[src/rtl/id_scoreboard_if.sv]
// Decode/issue handshake and WB release bundle for the register scoreboard.
// master = decode side, slave = scoreboard.
interface id_scoreboard_if #(
    parameter int AW = 5,
    parameter int BW = 3
);
    logic          ds_valid;
    logic          es_allowin;
    logic          src1_en;
    logic [AW-1:0] src1_addr;
    logic          src2_en;
    logic [AW-1:0] src2_addr;
    logic          dst_en;
    logic [AW-1:0] dst_addr;
    logic          wb_we;
    logic [AW-1:0] wb_addr;
    logic          flush;
    logic          issue_go;
    logic [BW-1:0] busy_cnt;
    logic          sb_err;

    modport master (
        output ds_valid, es_allowin,
        output src1_en, src1_addr,
        output src2_en, src2_addr,
        output dst_en, dst_addr,
        output wb_we, wb_addr, flush,
        input  issue_go, busy_cnt, sb_err
    );

    modport slave (
        input  ds_valid, es_allowin,
        input  src1_en, src1_addr,
        input  src2_en, src2_addr,
        input  dst_en, dst_addr,
        input  wb_we, wb_addr, flush,
        output issue_go, busy_cnt, sb_err
    );
endinterface

[src/rtl/id_scoreboard.sv]
// Decode-stage register scoreboard and issue interlock (no forwarding).
// Optional ID_SB_WB_BYPASS_EN: waive a hazard whose last pending write retires this cycle.
module id_scoreboard #(
    parameter int NREG         = 32,
    parameter int AW           = 5,
    parameter int CNT_W        = 2,
    parameter int MAX_INFLIGHT = 4,
    parameter int BW           = $clog2(MAX_INFLIGHT + 1)
) (
    input  logic         clk,
    input  logic         resetn,
    id_scoreboard_if.slave sb
);
    localparam logic [CNT_W-1:0] CMAX = {CNT_W{1'b1}};
    localparam logic [CNT_W-1:0] CONE = CNT_W'(1);
    localparam logic [BW-1:0]    TMAX = BW'(MAX_INFLIGHT);

    logic [CNT_W-1:0] r_cnt [NREG];
    logic [BW-1:0]    r_tot;
    logic             r_err;

    logic [CNT_W-1:0] w_c1;
    logic [CNT_W-1:0] w_c2;
    logic [CNT_W-1:0] w_cd;
    logic [CNT_W-1:0] w_cw;
    logic             w_byp1;
    logic             w_byp2;
    logic             w_raw1;
    logic             w_raw2;
    logic             w_waw_sat;
    logic             w_full;
    logic             w_go;
    logic             w_issue;
    logic             w_inc;
    logic             w_dec;
    logic             w_wb_nz;
    logic             w_wb_miss;

    assign w_c1 = r_cnt[sb.src1_addr];
    assign w_c2 = r_cnt[sb.src2_addr];
    assign w_cd = r_cnt[sb.dst_addr];
    assign w_cw = r_cnt[sb.wb_addr];

`ifdef ID_SB_WB_BYPASS_EN
    // Decode takes this operand from the WB bus instead of the regfile.
    assign w_byp1 = sb.wb_we && (sb.wb_addr == sb.src1_addr) && (w_c1 == CONE);
    assign w_byp2 = sb.wb_we && (sb.wb_addr == sb.src2_addr) && (w_c2 == CONE);
`else
    assign w_byp1 = 1'b0;
    assign w_byp2 = 1'b0;
`endif

    always_comb begin
        w_raw1    = sb.src1_en && (sb.src1_addr != '0)
                    && (w_c1 != '0) && !w_byp1;
        w_raw2    = sb.src2_en && (sb.src2_addr != '0)
                    && (w_c2 != '0) && !w_byp2;
        w_waw_sat = sb.dst_en && (sb.dst_addr != '0) && (w_cd == CMAX);
        w_full    = sb.dst_en && (sb.dst_addr != '0) && (r_tot == TMAX);
        w_go      = !sb.flush && !w_raw1 && !w_raw2
                    && !w_waw_sat && !w_full;
    end

    assign w_issue   = sb.ds_valid && w_go && sb.es_allowin;
    assign w_inc     = w_issue && sb.dst_en && (sb.dst_addr != '0);
    assign w_wb_nz   = sb.wb_we && (sb.wb_addr != '0);
    assign w_dec     = w_wb_nz && (w_cw != '0);
    assign w_wb_miss = w_wb_nz && (w_cw == '0);

    // r0 is never selected by inc/dec, so its counter stays zero.
    always_ff @(posedge clk or negedge resetn) begin
        if (!resetn) begin
            for (int i = 0; i < NREG; i++) r_cnt[i] <= '0;
            r_tot <= '0;
            r_err <= 1'b0;
        end else if (sb.flush) begin
            for (int i = 0; i < NREG; i++) r_cnt[i] <= '0;
            r_tot <= '0;
        end else begin
            for (int i = 0; i < NREG; i++) begin
                if (w_inc && (sb.dst_addr == AW'(i))
                    && !(w_dec && (sb.wb_addr == AW'(i))))
                    r_cnt[i] <= r_cnt[i] + CONE;
                else if (w_dec && (sb.wb_addr == AW'(i))
                    && !(w_inc && (sb.dst_addr == AW'(i))))
                    r_cnt[i] <= r_cnt[i] - CONE;
            end
            if (w_inc && !w_dec)
                r_tot <= r_tot + BW'(1);
            else if (w_dec && !w_inc)
                r_tot <= r_tot - BW'(1);
            if (w_wb_miss)
                r_err <= 1'b1;
        end
    end

    assign sb.issue_go = w_go;
    assign sb.busy_cnt = r_tot;
    assign sb.sb_err   = r_err;
endmodule

[src/flat_wrapper.sv]
// flat-port wrapper written by rule: the top's interface ports become plain ports
module id_scoreboard_flat 
#(
    parameter int NREG         = 32,
    parameter int AW           = 5,
    parameter int CNT_W        = 2,
    parameter int MAX_INFLIGHT = 4,
    parameter int BW           = $clog2(MAX_INFLIGHT + 1)
)
  (clk, resetn, sb_ds_valid, sb_es_allowin, sb_src1_en, sb_src1_addr, sb_src2_en, sb_src2_addr, sb_dst_en, sb_dst_addr, sb_wb_we, sb_wb_addr, sb_flush, sb_issue_go, sb_busy_cnt, sb_sb_err);
  id_scoreboard_if #(.AW(AW), .BW(BW)) sb_i ();
  input  logic clk;
  input  logic resetn;
  input wire logic [$bits(sb_i.ds_valid)-1:0] sb_ds_valid;
  input wire logic [$bits(sb_i.es_allowin)-1:0] sb_es_allowin;
  input wire logic [$bits(sb_i.src1_en)-1:0] sb_src1_en;
  input wire logic [$bits(sb_i.src1_addr)-1:0] sb_src1_addr;
  input wire logic [$bits(sb_i.src2_en)-1:0] sb_src2_en;
  input wire logic [$bits(sb_i.src2_addr)-1:0] sb_src2_addr;
  input wire logic [$bits(sb_i.dst_en)-1:0] sb_dst_en;
  input wire logic [$bits(sb_i.dst_addr)-1:0] sb_dst_addr;
  input wire logic [$bits(sb_i.wb_we)-1:0] sb_wb_we;
  input wire logic [$bits(sb_i.wb_addr)-1:0] sb_wb_addr;
  input wire logic [$bits(sb_i.flush)-1:0] sb_flush;
  output wire logic [$bits(sb_i.issue_go)-1:0] sb_issue_go;
  output wire logic [$bits(sb_i.busy_cnt)-1:0] sb_busy_cnt;
  output wire logic [$bits(sb_i.sb_err)-1:0] sb_sb_err;
  assign sb_i.ds_valid = sb_ds_valid;
  assign sb_i.es_allowin = sb_es_allowin;
  assign sb_i.src1_en = sb_src1_en;
  assign sb_i.src1_addr = sb_src1_addr;
  assign sb_i.src2_en = sb_src2_en;
  assign sb_i.src2_addr = sb_src2_addr;
  assign sb_i.dst_en = sb_dst_en;
  assign sb_i.dst_addr = sb_dst_addr;
  assign sb_i.wb_we = sb_wb_we;
  assign sb_i.wb_addr = sb_wb_addr;
  assign sb_i.flush = sb_flush;
  assign sb_issue_go = sb_i.issue_go;
  assign sb_busy_cnt = sb_i.busy_cnt;
  assign sb_sb_err = sb_i.sb_err;
  id_scoreboard #(.NREG(NREG), .AW(AW), .CNT_W(CNT_W), .MAX_INFLIGHT(MAX_INFLIGHT), .BW(BW)) u_core (.clk(clk), .resetn(resetn), .sb(sb_i));
endmodule
[config.mk]
export PLATFORM = sky130hd
export DESIGN_NAME = id_scoreboard_flat
export DESIGN_NICKNAME = d
export VERILOG_FILES = /design/src/rtl/id_scoreboard_if.sv /design/src/rtl/id_scoreboard.sv /design/src/flat_wrapper.sv
export SDC_FILE = /design/constraint.sdc
export NUM_CORES = 1
export LEC_CHECK = 0
export BUFFER_PORTS_ARGS = -buffer_cell sky130_fd_sc_hd__buf_2
export CORE_MARGIN = 8
export CORE_UTILIZATION = 33
export CTS_CLUSTER_SIZE = 25
export DETAILED_ROUTE_END_ITERATION = 12
export PLACE_DENSITY = 0.48
export SLEW_MARGIN = 30
export SYNTH_ARGS = -nofsm -noshare
export SYNTH_HDL_FRONTEND = slang
export SYNTH_SLANG_ARGS = --single-unit
[constraint.sdc]
create_clock -name clk -period 2.9 [get_ports clk]
set_input_delay 0.29 -clock clk [delete_from_list [all_inputs] [get_ports clk]]
set_output_delay 0.29 -clock clk [all_outputs]
set_load 0.02 [all_outputs]
# [After elaboration in Yosys (flattened, before gate mapping)]
# Index checks and enable logic that the tools add are counted.
[op_classes] add_sub_neg=66 muxes=80 n_lt_le_gt_ge=4 n_eq_ne=64 bitwise_logic=5 n_reduce_logical=263
[op_table] op="5-bit equality test, second input constant" count=32
[op_table] op="1-bit logical AND" count=148
[op_table] op="2-bit 2-to-1 mux" count=72
[op_table] op="3-bit nonzero test" count=33
[op_table] op="5-bit by 4-bit equality test with 1-bit output, second input constant" count=16
[op_table] op="1-bit logical NOT" count=71
[op_table] op="2-bit by 1-bit adder with 2-bit output, second input constant" count=32
[op_table] op="64-bit 2-to-1 mux" count=1
[op_table] op="2-bit by 1-bit subtractor with 2-bit output, second input constant" count=32
[op_table] op="2-bit binary-select mux with 5-bit select" count=4
[op_table] op="5-bit by 3-bit equality test with 1-bit output, second input constant" count=8
[op_table] op="6-bit >= comparator, second input constant" count=4
[op_table] op="5-bit inverter with 6-bit output" count=4
[op_table] op="5-bit by 2-bit equality test with 1-bit output, second input constant" count=4
[op_table] op="5-bit nonzero test" count=4
[op_table] op="5-bit by 1-bit equality test with 1-bit output, second input constant" count=2
[op_table] op="5-bit logical NOT" count=2
[op_table] op="3-bit 2-to-1 mux" count=3
[op_table] op="2-bit nonzero test" count=3
[op_table] op="3-bit by 1-bit adder with 3-bit output, second input constant" count=1
[op_table] op="3-bit equality test, second input constant" count=1
[op_table] op="3-bit by 1-bit subtractor with 3-bit output, second input constant" count=1
[op_table] op="2-bit equality test, second input constant" count=1
[op_table] op="2-bit logical NOT" count=1
[op_table] op="2 further kinds" count=2
[totals] out_inout_bits=5 inputBits=29 elab_cells=516 register_bits=68

# [Depth between registers and ports, before layout]
# Gate-level depths: netlist of run 1.
[logic_depth] word_depth=21 depth_mapped=13

# [Worst setup path after synthesis of run 1]
# OpenSTA, ideal clock, no wires.
[synth_path] path_kind="input -> register" startpoint="in sb_src1_addr[2]" endpoint="reg u_core.r_tot[2] (netlist: u_core.sb.busy_cnt[2])" arrival_time_ns=2.883 stages=10 required_time_ns=2.772 n_path_buf=1 slack_ns=-0.111 path_cell_list="buf_2 -> mux4_2 -> mux4_2 -> o2bb2ai_2 -> nor4_4 -> and2_4 -> nor2b_1 -> fa_1 -> a22oi_1 -> mux2_1"
[synth_between] elab_chain_len=18 word_cells_on_any_way=23
[synth_rtl] item="from (decl)" line="flat_wrapper.sv:17" source="input wire logic [$bits(sb_i.src1_addr)-1:0] sb_src1_addr;"
[synth_rtl] item="5-bit inverter with 6-bit output (not written as such)" line="id_scoreboard.sv:39" source="assign w_c1 = r_cnt[sb.src1_addr];"
[synth_rtl] item="2-bit binary-select mux with 5-bit select" line="id_scoreboard.sv:39"
[synth_rtl] item="2-bit 2-to-1 mux (not written as such) (2 in series)" line="id_scoreboard.sv:39"
[synth_rtl] item="2-bit nonzero test" line="id_scoreboard.sv:55" source="&& (w_c1 != '0) && !w_byp1;"
[synth_rtl] item="1-bit logical AND *" line="id_scoreboard.sv:55"
[synth_rtl] item="1-bit logical NOT *" line="id_scoreboard.sv:60" source="w_go = !sb.flush && !w_raw1 && !w_raw2"
[synth_rtl] item="1-bit logical AND * (2 in series)" line="id_scoreboard.sv:60"
[synth_rtl] item="1-bit logical AND * (2 in series)" line="id_scoreboard.sv:61" source="&& !w_waw_sat && !w_full;"
[synth_rtl] item="1-bit logical AND * (2 in series)" line="id_scoreboard.sv:64" source="assign w_issue = sb.ds_valid && w_go && sb.es_allowin;"
[synth_rtl] item="1-bit logical AND * (2 in series)" line="id_scoreboard.sv:65" source="assign w_inc = w_issue && sb.dst_en && (sb.dst_addr != '0);"
[synth_rtl] item="1-bit logical AND / 1-bit logical NOT (equally long branches)" line="id_scoreboard.sv:88, id_scoreboard.sv:90"
[synth_rtl] item="3-bit 2-to-1 mux / 1-bit logical AND (equally long branches)" line="id_scoreboard.sv:88, id_scoreboard.sv:90"
[synth_rtl] item="3-bit 2-to-1 mux / 3-bit nonzero test (equally long branches)"
[synth_rtl] item="to (signal assigned)" line="id_scoreboard.sv:89" source="r_tot <= r_tot + BW'(1);"
[synth_rtl] item="to (signal assigned)" line="id_scoreboard.sv:91" source="r_tot <= r_tot - BW'(1);"
[synth_rtl] item="to (decl)" line="id_scoreboard.sv:19" source="logic [BW-1:0] r_tot;"
# Every way passes the cells marked *; elsewhere a longest branch is shown, timed or not. The select of a mux whose other input is x is not followed.
# A chain may end at the register's enable or synchronous reset.

# [Final worst setup path of run 1]
[layout_path] startpoint="reg u_core.r_cnt[0] (netlist bit)" endpoint="reg u_core.r_tot[2] (netlist: u_core.sb.busy_cnt[2])"
[layout_between] elab_chain_len=17 word_cells_on_any_way=38
[layout_rtl] item="from (decl)" line="id_scoreboard.sv:18" source="logic [CNT_W-1:0] r_cnt [NREG];"
[layout_rtl] item="from (signal, indexed assignment)" line="id_scoreboard.sv:83" source="r_cnt[i] <= r_cnt[i] + CONE;"
[layout_rtl] item="from (signal, indexed assignment)" line="id_scoreboard.sv:86" source="r_cnt[i] <= r_cnt[i] - CONE;"
[layout_rtl] item="2-bit binary-select mux with 5-bit select" line="id_scoreboard.sv:39"
[layout_rtl] item="2-bit 2-to-1 mux (not written as such) (2 in series)" line="id_scoreboard.sv:39"
[layout_rtl] item="2-bit nonzero test" line="id_scoreboard.sv:55"
[layout_rtl] item="1-bit logical AND" line="id_scoreboard.sv:55"
[layout_rtl] item="1-bit logical NOT" line="id_scoreboard.sv:60"
[layout_rtl] item="1-bit logical AND (2 in series)" line="id_scoreboard.sv:60"
[layout_rtl] item="1-bit logical AND (2 in series)" line="id_scoreboard.sv:61"
[layout_rtl] item="1-bit logical AND (2 in series)" line="id_scoreboard.sv:64"
[layout_rtl] item="1-bit logical AND (2 in series)" line="id_scoreboard.sv:65"
[layout_rtl] item="1-bit logical AND / 1-bit logical NOT (equally long branches)" line="id_scoreboard.sv:88, id_scoreboard.sv:90"
[layout_rtl] item="3-bit 2-to-1 mux / 1-bit logical AND (equally long branches)" line="id_scoreboard.sv:88, id_scoreboard.sv:90"
[layout_rtl] item="3-bit 2-to-1 mux / 3-bit nonzero test (equally long branches)"
# Parallel ways exist; a longest one is shown, timed or not. The select of a mux whose other input is x is not followed.

==> flow_summary.toml, run 1 <==
[floorplanning]
start_util_pct = 33.8
core_area_um2 = 17400
io_pins = 34
rows = 48
dieArea_um2 = 22300
die_y_um = 149
die_x_um = 149

[drt]
drc = 0
routedWlPerCell_um = 20.5
avgViaCountPerCell = 5.75
ant_nets = 0
drt_iter0_markers = 416
firstDrtPassIters = 5
vias = 5847
wirelength_mm = 20.8

[critical_path]
path_buf_inv = 0
cp-end-kind = "register"
setup.worst_path.class = "register to register"
reg2regPathDepth = 11
r2r_end = "u_core.sb.busy_cnt[2]"
cp_slowest_cell = "mux4_2"
reg2reg_slack_ns = -0.07
crit_path_cell_trace = "nor2_2 -> mux4_2 -> mux4_2 -> o2bb2ai_4 -> nor4_4 -> and2_4 -> nor2b_4 -> fa_2 -> nor2_2 -> a22oi_2 -> mux2_4"
slowest_delay_ns = 0.53
crit_arrival_ns = 3.21
critPathMaxFanout = 3
crit_required_ns = 3.13
reg2reg_from = "u_core.r_cnt[0]"
cp_top_family = "multiplexers"
startpoint_type = "register"

[global_routing]
track_usage_pct = 19.4
overflow = 0
first_global_vias = 5897
antenna_found_initial = 2
grt_max_degree = 72
grt_pass1_wl_mm = 33.4

[placement]
post-place-cells = 999
place_ws_ns = -0.226
dp_hpwl_mm = 16.0
gp_congestion = 0.868
placed_area_um2 = 6990
port_buffers = 33

[pwr]
peakVddDrop_mv = 0.313
powerDensity_nw_per_um2 = 372
p_seq_share_pct = 34.8
intPower_uw = 2010
power_switching_uw = 757
switching_share_pct = 27.3
clkPwrFrac_pct = 48.1
p_leak_uw = 0.00314
comb_power_share_pct = 17.1

[synthesis]
synthCells = 670
synth_edf_count = 0
ys_seq_elements = 68
netlist_area_um2 = 5860
yosys_warnings = 0
ys_seq_area_share_pct = 29.0
syn-num-nets = 700
ys_types = 64
avgSynthCellArea_um2 = 8.75
synthArstFlopShare_pct = 100
synth_flop_cell = "dfrtp_1"

[clock_tree]
clk-insertion-delay-late_ns = 0.36
numClockSinks = 68
clk_pin_slew_worst_paths_ns = 0.06
htree_levels = 3
clk_path_buf_depth = 2
cts_tree = "yes"
cts_hold_buf = 0
root_buffer = "clkbuf_16"
cts_buffers = 9

[timing]
fin_crit_sh_pct = 102
rsz0062_at_grt = "yes"
final.min_clock_period_ns = 2.97
setup_ws_ns = -0.0723
report.final.hold_viol_count = 65
setup_viol = 2
slew_headroom_pct = 44.3
slew_violations = 0
worstMarginPinSlew_ns = 0.833
max_freq_mhz = 336
clock-skew-final_ns = 0.0100
hold_ws_ns = -0.0437

[cells_and_area]
fin_nets = 816
drive_gt1_share_pct = 31.2
area_growth_syn_to_layout_pct = 27.1
utilization_pct = 42.9
fill_cells = 1735
insertedDiodeCount = 0
design_area_um2 = 7450
layoutNonFillerInstCount = 1016

[outcome]
status = "complete, but fails checks"
violations = "hold timing, setup timing"

[job]
drv_cap = 0

[worst_hold_path]
hp-class = "input pin to async pin"
[per-layer routing]
layer / up-vias / track usage (%) / wire, um
met5: - / 0 / 10
met4: 2 / 6.36 / 426
met3: 34 / 3.52 / 1470
met2: 215 / 30.0 / 9470
met1: 2901 / 26.7 / 9390
li1: 2695 / - / -
[cells by family after synthesis]
logic type | share of synthesized area [%]
compound gates | 15.7
mux | 11.8
fa+ha+maj | 0.342
buf+inv | 4.59
xor+xnor | 9.80
simple gates | 28.7
flops | 29.0
[state kept, by name, indices dropped and copies added (netlist names)]
name / cells
u_core.r_cnt: 64
u_core.sb.sb_err: 1
u_core.sb.busy_cnt: 3
[stage by stage]
| stage | power (uW) | setup TNS, ns |
|---|---|---|
| 3_3_place_gp | 1430 | -0.279 |
| 5_1_grt | 2880 | -0.351 |
| 2_1_floorplan | 1250 | -0.00269 |
| 3_5_place_dp | 1440 | -0.426 |
| 6_report | 2770 | -0.131 |
| 4_1_cts | 2790 | -0.0469 |
[cell usage after synthesis (9+ instances only)]
master	instances	share of area (%)
and4_1	9	1.3
nor3_1	37	3.2
mux4_2	25	9.6
nor2b_1	31	3.3
xnor2_1	55	8.2
nand2_1	30	1.9
dfrtp_1	68	29
nor2_1	90	5.8
nand2b_1	11	1.2
o21bai_1	23	2.9
buf_2	17	1.5
a21oi_1	29	2.5
nand3_1	43	3.7
clkbuf_1	21	1.3
o21ai_0	18	1.5
o41ai_1	11	1.6
o31ai_1	10	1.3
a31oi_1	11	1.2
[cell usage in the layout, fill, tap and decap left out, types with 25 or more instances in the layout]
cell type / netlist / layout
nand2_1: 30 / 30
nor3_1: 37 / 37
xnor2_1: 55 / 55
mux4_2: 25 / 25
buf_4: 2 / 119
buf_2: 17 / 31
nand3_1: 43 / 43
nor2b_1: 31 / 30
dfrtp_1: 68 / 68
nor2_1: 90 / 76
a21oi_1: 29 / 29
[how the worst max path moves through the flow]
stage / depth (start not counted) / slack [ns] / to / from
floorplan: 11 / -0.003 / u_core.sb.busy_cnt[2] / u_core.r_cnt[30]
global placement: 11 / -0.17 / u_core.sb.busy_cnt[2] / sb_dst_addr[0]
detailed placement: 12 / -0.23 / u_core.sb.busy_cnt[2] / sb_dst_addr[0]
CTS: 11 / -0.03 / u_core.sb.busy_cnt[2] / u_core.r_cnt[2]
global route: 11 / -0.15 / u_core.sb.busy_cnt[2] / u_core.r_cnt[2]
finish: 11 / -0.07 / u_core.sb.busy_cnt[2] / u_core.r_cnt[0]
[cell type report]
| class | count | area [um^2] | share of cell area, % |
|---|---|---|---|
| clock buffer | 12 | 256 | 3.44 |
| clock inverter | 4 | 95.1 | 1.28 |
| tap | 225 | 282 | 3.78 |
| timing repair buffer | 151 | 1060 | 14.2 |
| multi-input combinational | 546 | 4020 | 53.9 |
| sequential | 68 | 1700 | 22.8 |
| inverter | 10 | 37.5 | 0.504 |
[power by group through the flow]
stage	clock (uW)	sequential (uW)	combinational (uW)
2_1_floorplan	0	988	265
3_3_place_gp	0	980	453
3_5_place_dp	0	980	456
4_1_cts	1360	963	462
5_1_grt	1400	964	513
6_report	1330	963	475
[what timing repair did]
action,4_1_cts,5_1_grt
resized for setup,16,12
endpoints found under the setup margin,2,18
pin swaps,2,6
buffers inserted,1,0
Power figures use the tool's default switching activity.
==> run 2: changes to the inputs <==
RECOVER_POWER = 100   (was unset)
REMOVE_ABC_BUFFERS = 1   (was unset)
==> flow_summary.toml, run 2 (synthesized netlist as in run 1, its figures left out) <==
[cells_and_area]
largest_reg_flops = 64
insertedDiodeCount = 0
fin_nets = 831
drive_gt1_share_pct = 32.5
fill_cells = 1697
utilization_pct = 43.9
area_growth_syn_to_layout_pct = 30.0
regArea_um2 = 1700
final_common_cell = "buf_4"
top_register = "u_core.r_cnt"
final_cell_mix = "buf_4, nor2_1, dfrtp_1"
multi_input_area_um2 = 4070

[clock_tree]
cts_hold_buf = 0
htree_levels = 3
cts_tree = "yes"
root_buffer = "clkbuf_16"
numClockSinks = 68
clk-insertion-delay-late_ns = 0.35
clk_pin_slew_worst_paths_ns = 0.06
clk_path_buf_depth = 2
cts_buffers = 9

[drt]
drc = 0
avgViaCountPerCell = 5.74
ant_nets = 0
routedWlPerCell_um = 20.6
drt_iter0_markers = 540
firstDrtPassIters = 5
vias = 5916
wirelength_mm = 21.2

[critical_path]
reg2reg_from = "u_core.r_cnt[3]"
reg2regPathDepth = 11
crit_arrival_ns = 3.18
crit_required_ns = 3.13
r2r_end = "u_core.sb.busy_cnt[2]"
slowest_delay_ns = 0.51
critPathMaxFanout = 2
cp_slowest_cell = "mux4_2"
crit_path_cell_trace = "nor2_4 -> mux4_2 -> mux4_2 -> o2bb2ai_4 -> nor4_4 -> and2_4 -> nor2b_4 -> fa_2 -> nor2_2 -> a22oi_2 -> mux2_4"
cp-end-kind = "register"
setup.worst_path.class = "register to register"
reg2reg_slack_ns = -0.05
startpoint_type = "register"
critPathMostFrequentCell = "mux4_2"

[timing]
max_freq_mhz = 339
setup_viol = 2
slew_violations = 69
fin_crit_sh_pct = 102
final.min_clock_period_ns = 2.95
slew_headroom_pct = -21.9
clock-skew-final_ns = 0.00893
report.final.hold_viol_count = 0
rsz0062_at_grt = "yes"
setup_ws_ns = -0.0539
setup_tns_ns = -0.0874
worstMarginPinSlew_ns = 1.83

[floorplanning]
dieArea_um2 = 22300
rows = 48
start_util_pct = 33.8
die_y_um = 149
core_area_um2 = 17400
io_pins = 34
die_x_um = 149

[pwr]
power_uw = 2690
peakVddDrop_mv = 0.251
p_leak_uw = 0.00322
powerDensity_nw_per_um2 = 353

[global_routing]
track_usage_pct = 19.4
overflow = 0
antenna_found_initial = 0
grt_pass1_wl_mm = 33.1
grt_max_degree = 72
first_global_vias = 5887

[worst_hold_path]
hp-start = "sb_flush"
whs_path_depth = 3
min_to = "u_core.r_cnt[2]"
hp-class = "input pin to register"

[placement]
dp_hpwl_mm = 16.0
gp_congestion = 0.925
port_buffers = 33

[outcome]
status = "complete, but fails checks"
violations = "capacitance limit, slew limit, setup timing"

[job]
drv_cap = 1
==> run 2: power by group <==
part	internal (uW)	total [uW]	switching [uW]
Sequential	958	964	6.60
Combinational	186	503	317
Clock	776	1220	446
==> run 2: per-layer routing <==
metal	part of all wire [%]	vias to the layer above	GRT usage (%)
met5	0	-	0
li1	-	2722	-
met1	43	2916	25.3
met2	46	235	29.7
met4	3.1	0	8.99
met3	7.6	43	4.88
==> run 2: worst max-delay path by stage <==
stage / startpoint / end / cells past startpoint
floorplan: u_core.r_cnt[20] / u_core.sb.busy_cnt[2] / 10
global placement: sb_src1_addr[1] / u_core.sb.busy_cnt[2] / 11
detailed placement: sb_src1_addr[1] / u_core.sb.busy_cnt[2] / 10
CTS: u_core.r_cnt[3] / u_core.sb.busy_cnt[2] / 11
global route: u_core.r_cnt[16] / u_core.sb.busy_cnt[1] / 10
finish: u_core.r_cnt[3] / u_core.sb.busy_cnt[2] / 11
==> run 2: repair_timing <==
| item | CTS | global route |
|---|---|---|
| resized for setup | 18 | 30 |
| hold endpoints to repair | 0 | 0 |
| setup endpoints to repair | 3 | 65 |
| setup buffers | 4 | 3 |
| pin swaps | 5 | 6 |
==> run 2: worst max-delay path, delay by kind of cell (launching register included) <==
| kind | cells | cell delay [ns] |
|---|---|---|
| mux | 3 | 1.27 |
| simple gates | 5 | 0.52 |
| flops | 1 | 0.39 |
| fa+ha+maj | 1 | 0.37 |
| compound gates | 2 | 0.28 |
==> run 2: final cells by class <==
| type | instances | area share (%) |
|---|---|---|
| sequential | 68 | 22.4 |
| inverter | 10 | 0.493 |
| timing repair buffer | 166 | 15.8 |
| multi-input combinational | 546 | 53.4 |
| tap | 225 | 3.70 |
| clock buffer | 12 | 3.24 |
| clock inverter | 4 | 0.953 |
==> run 2: stage by stage <==
step                setup slack [ns]  std cells  hold slack, ns  area, um^2
floorplan                     -0.537        624        -0.00559        5630
global placement              -0.234       1008           0.447        7070
detailed placement            -0.284       1008           0.448        7070
CTS                           -0.110       1028           0.205        7480
global route                  -0.115       1031           0.284        7610
finish                       -0.0539       1031           0.255        7610
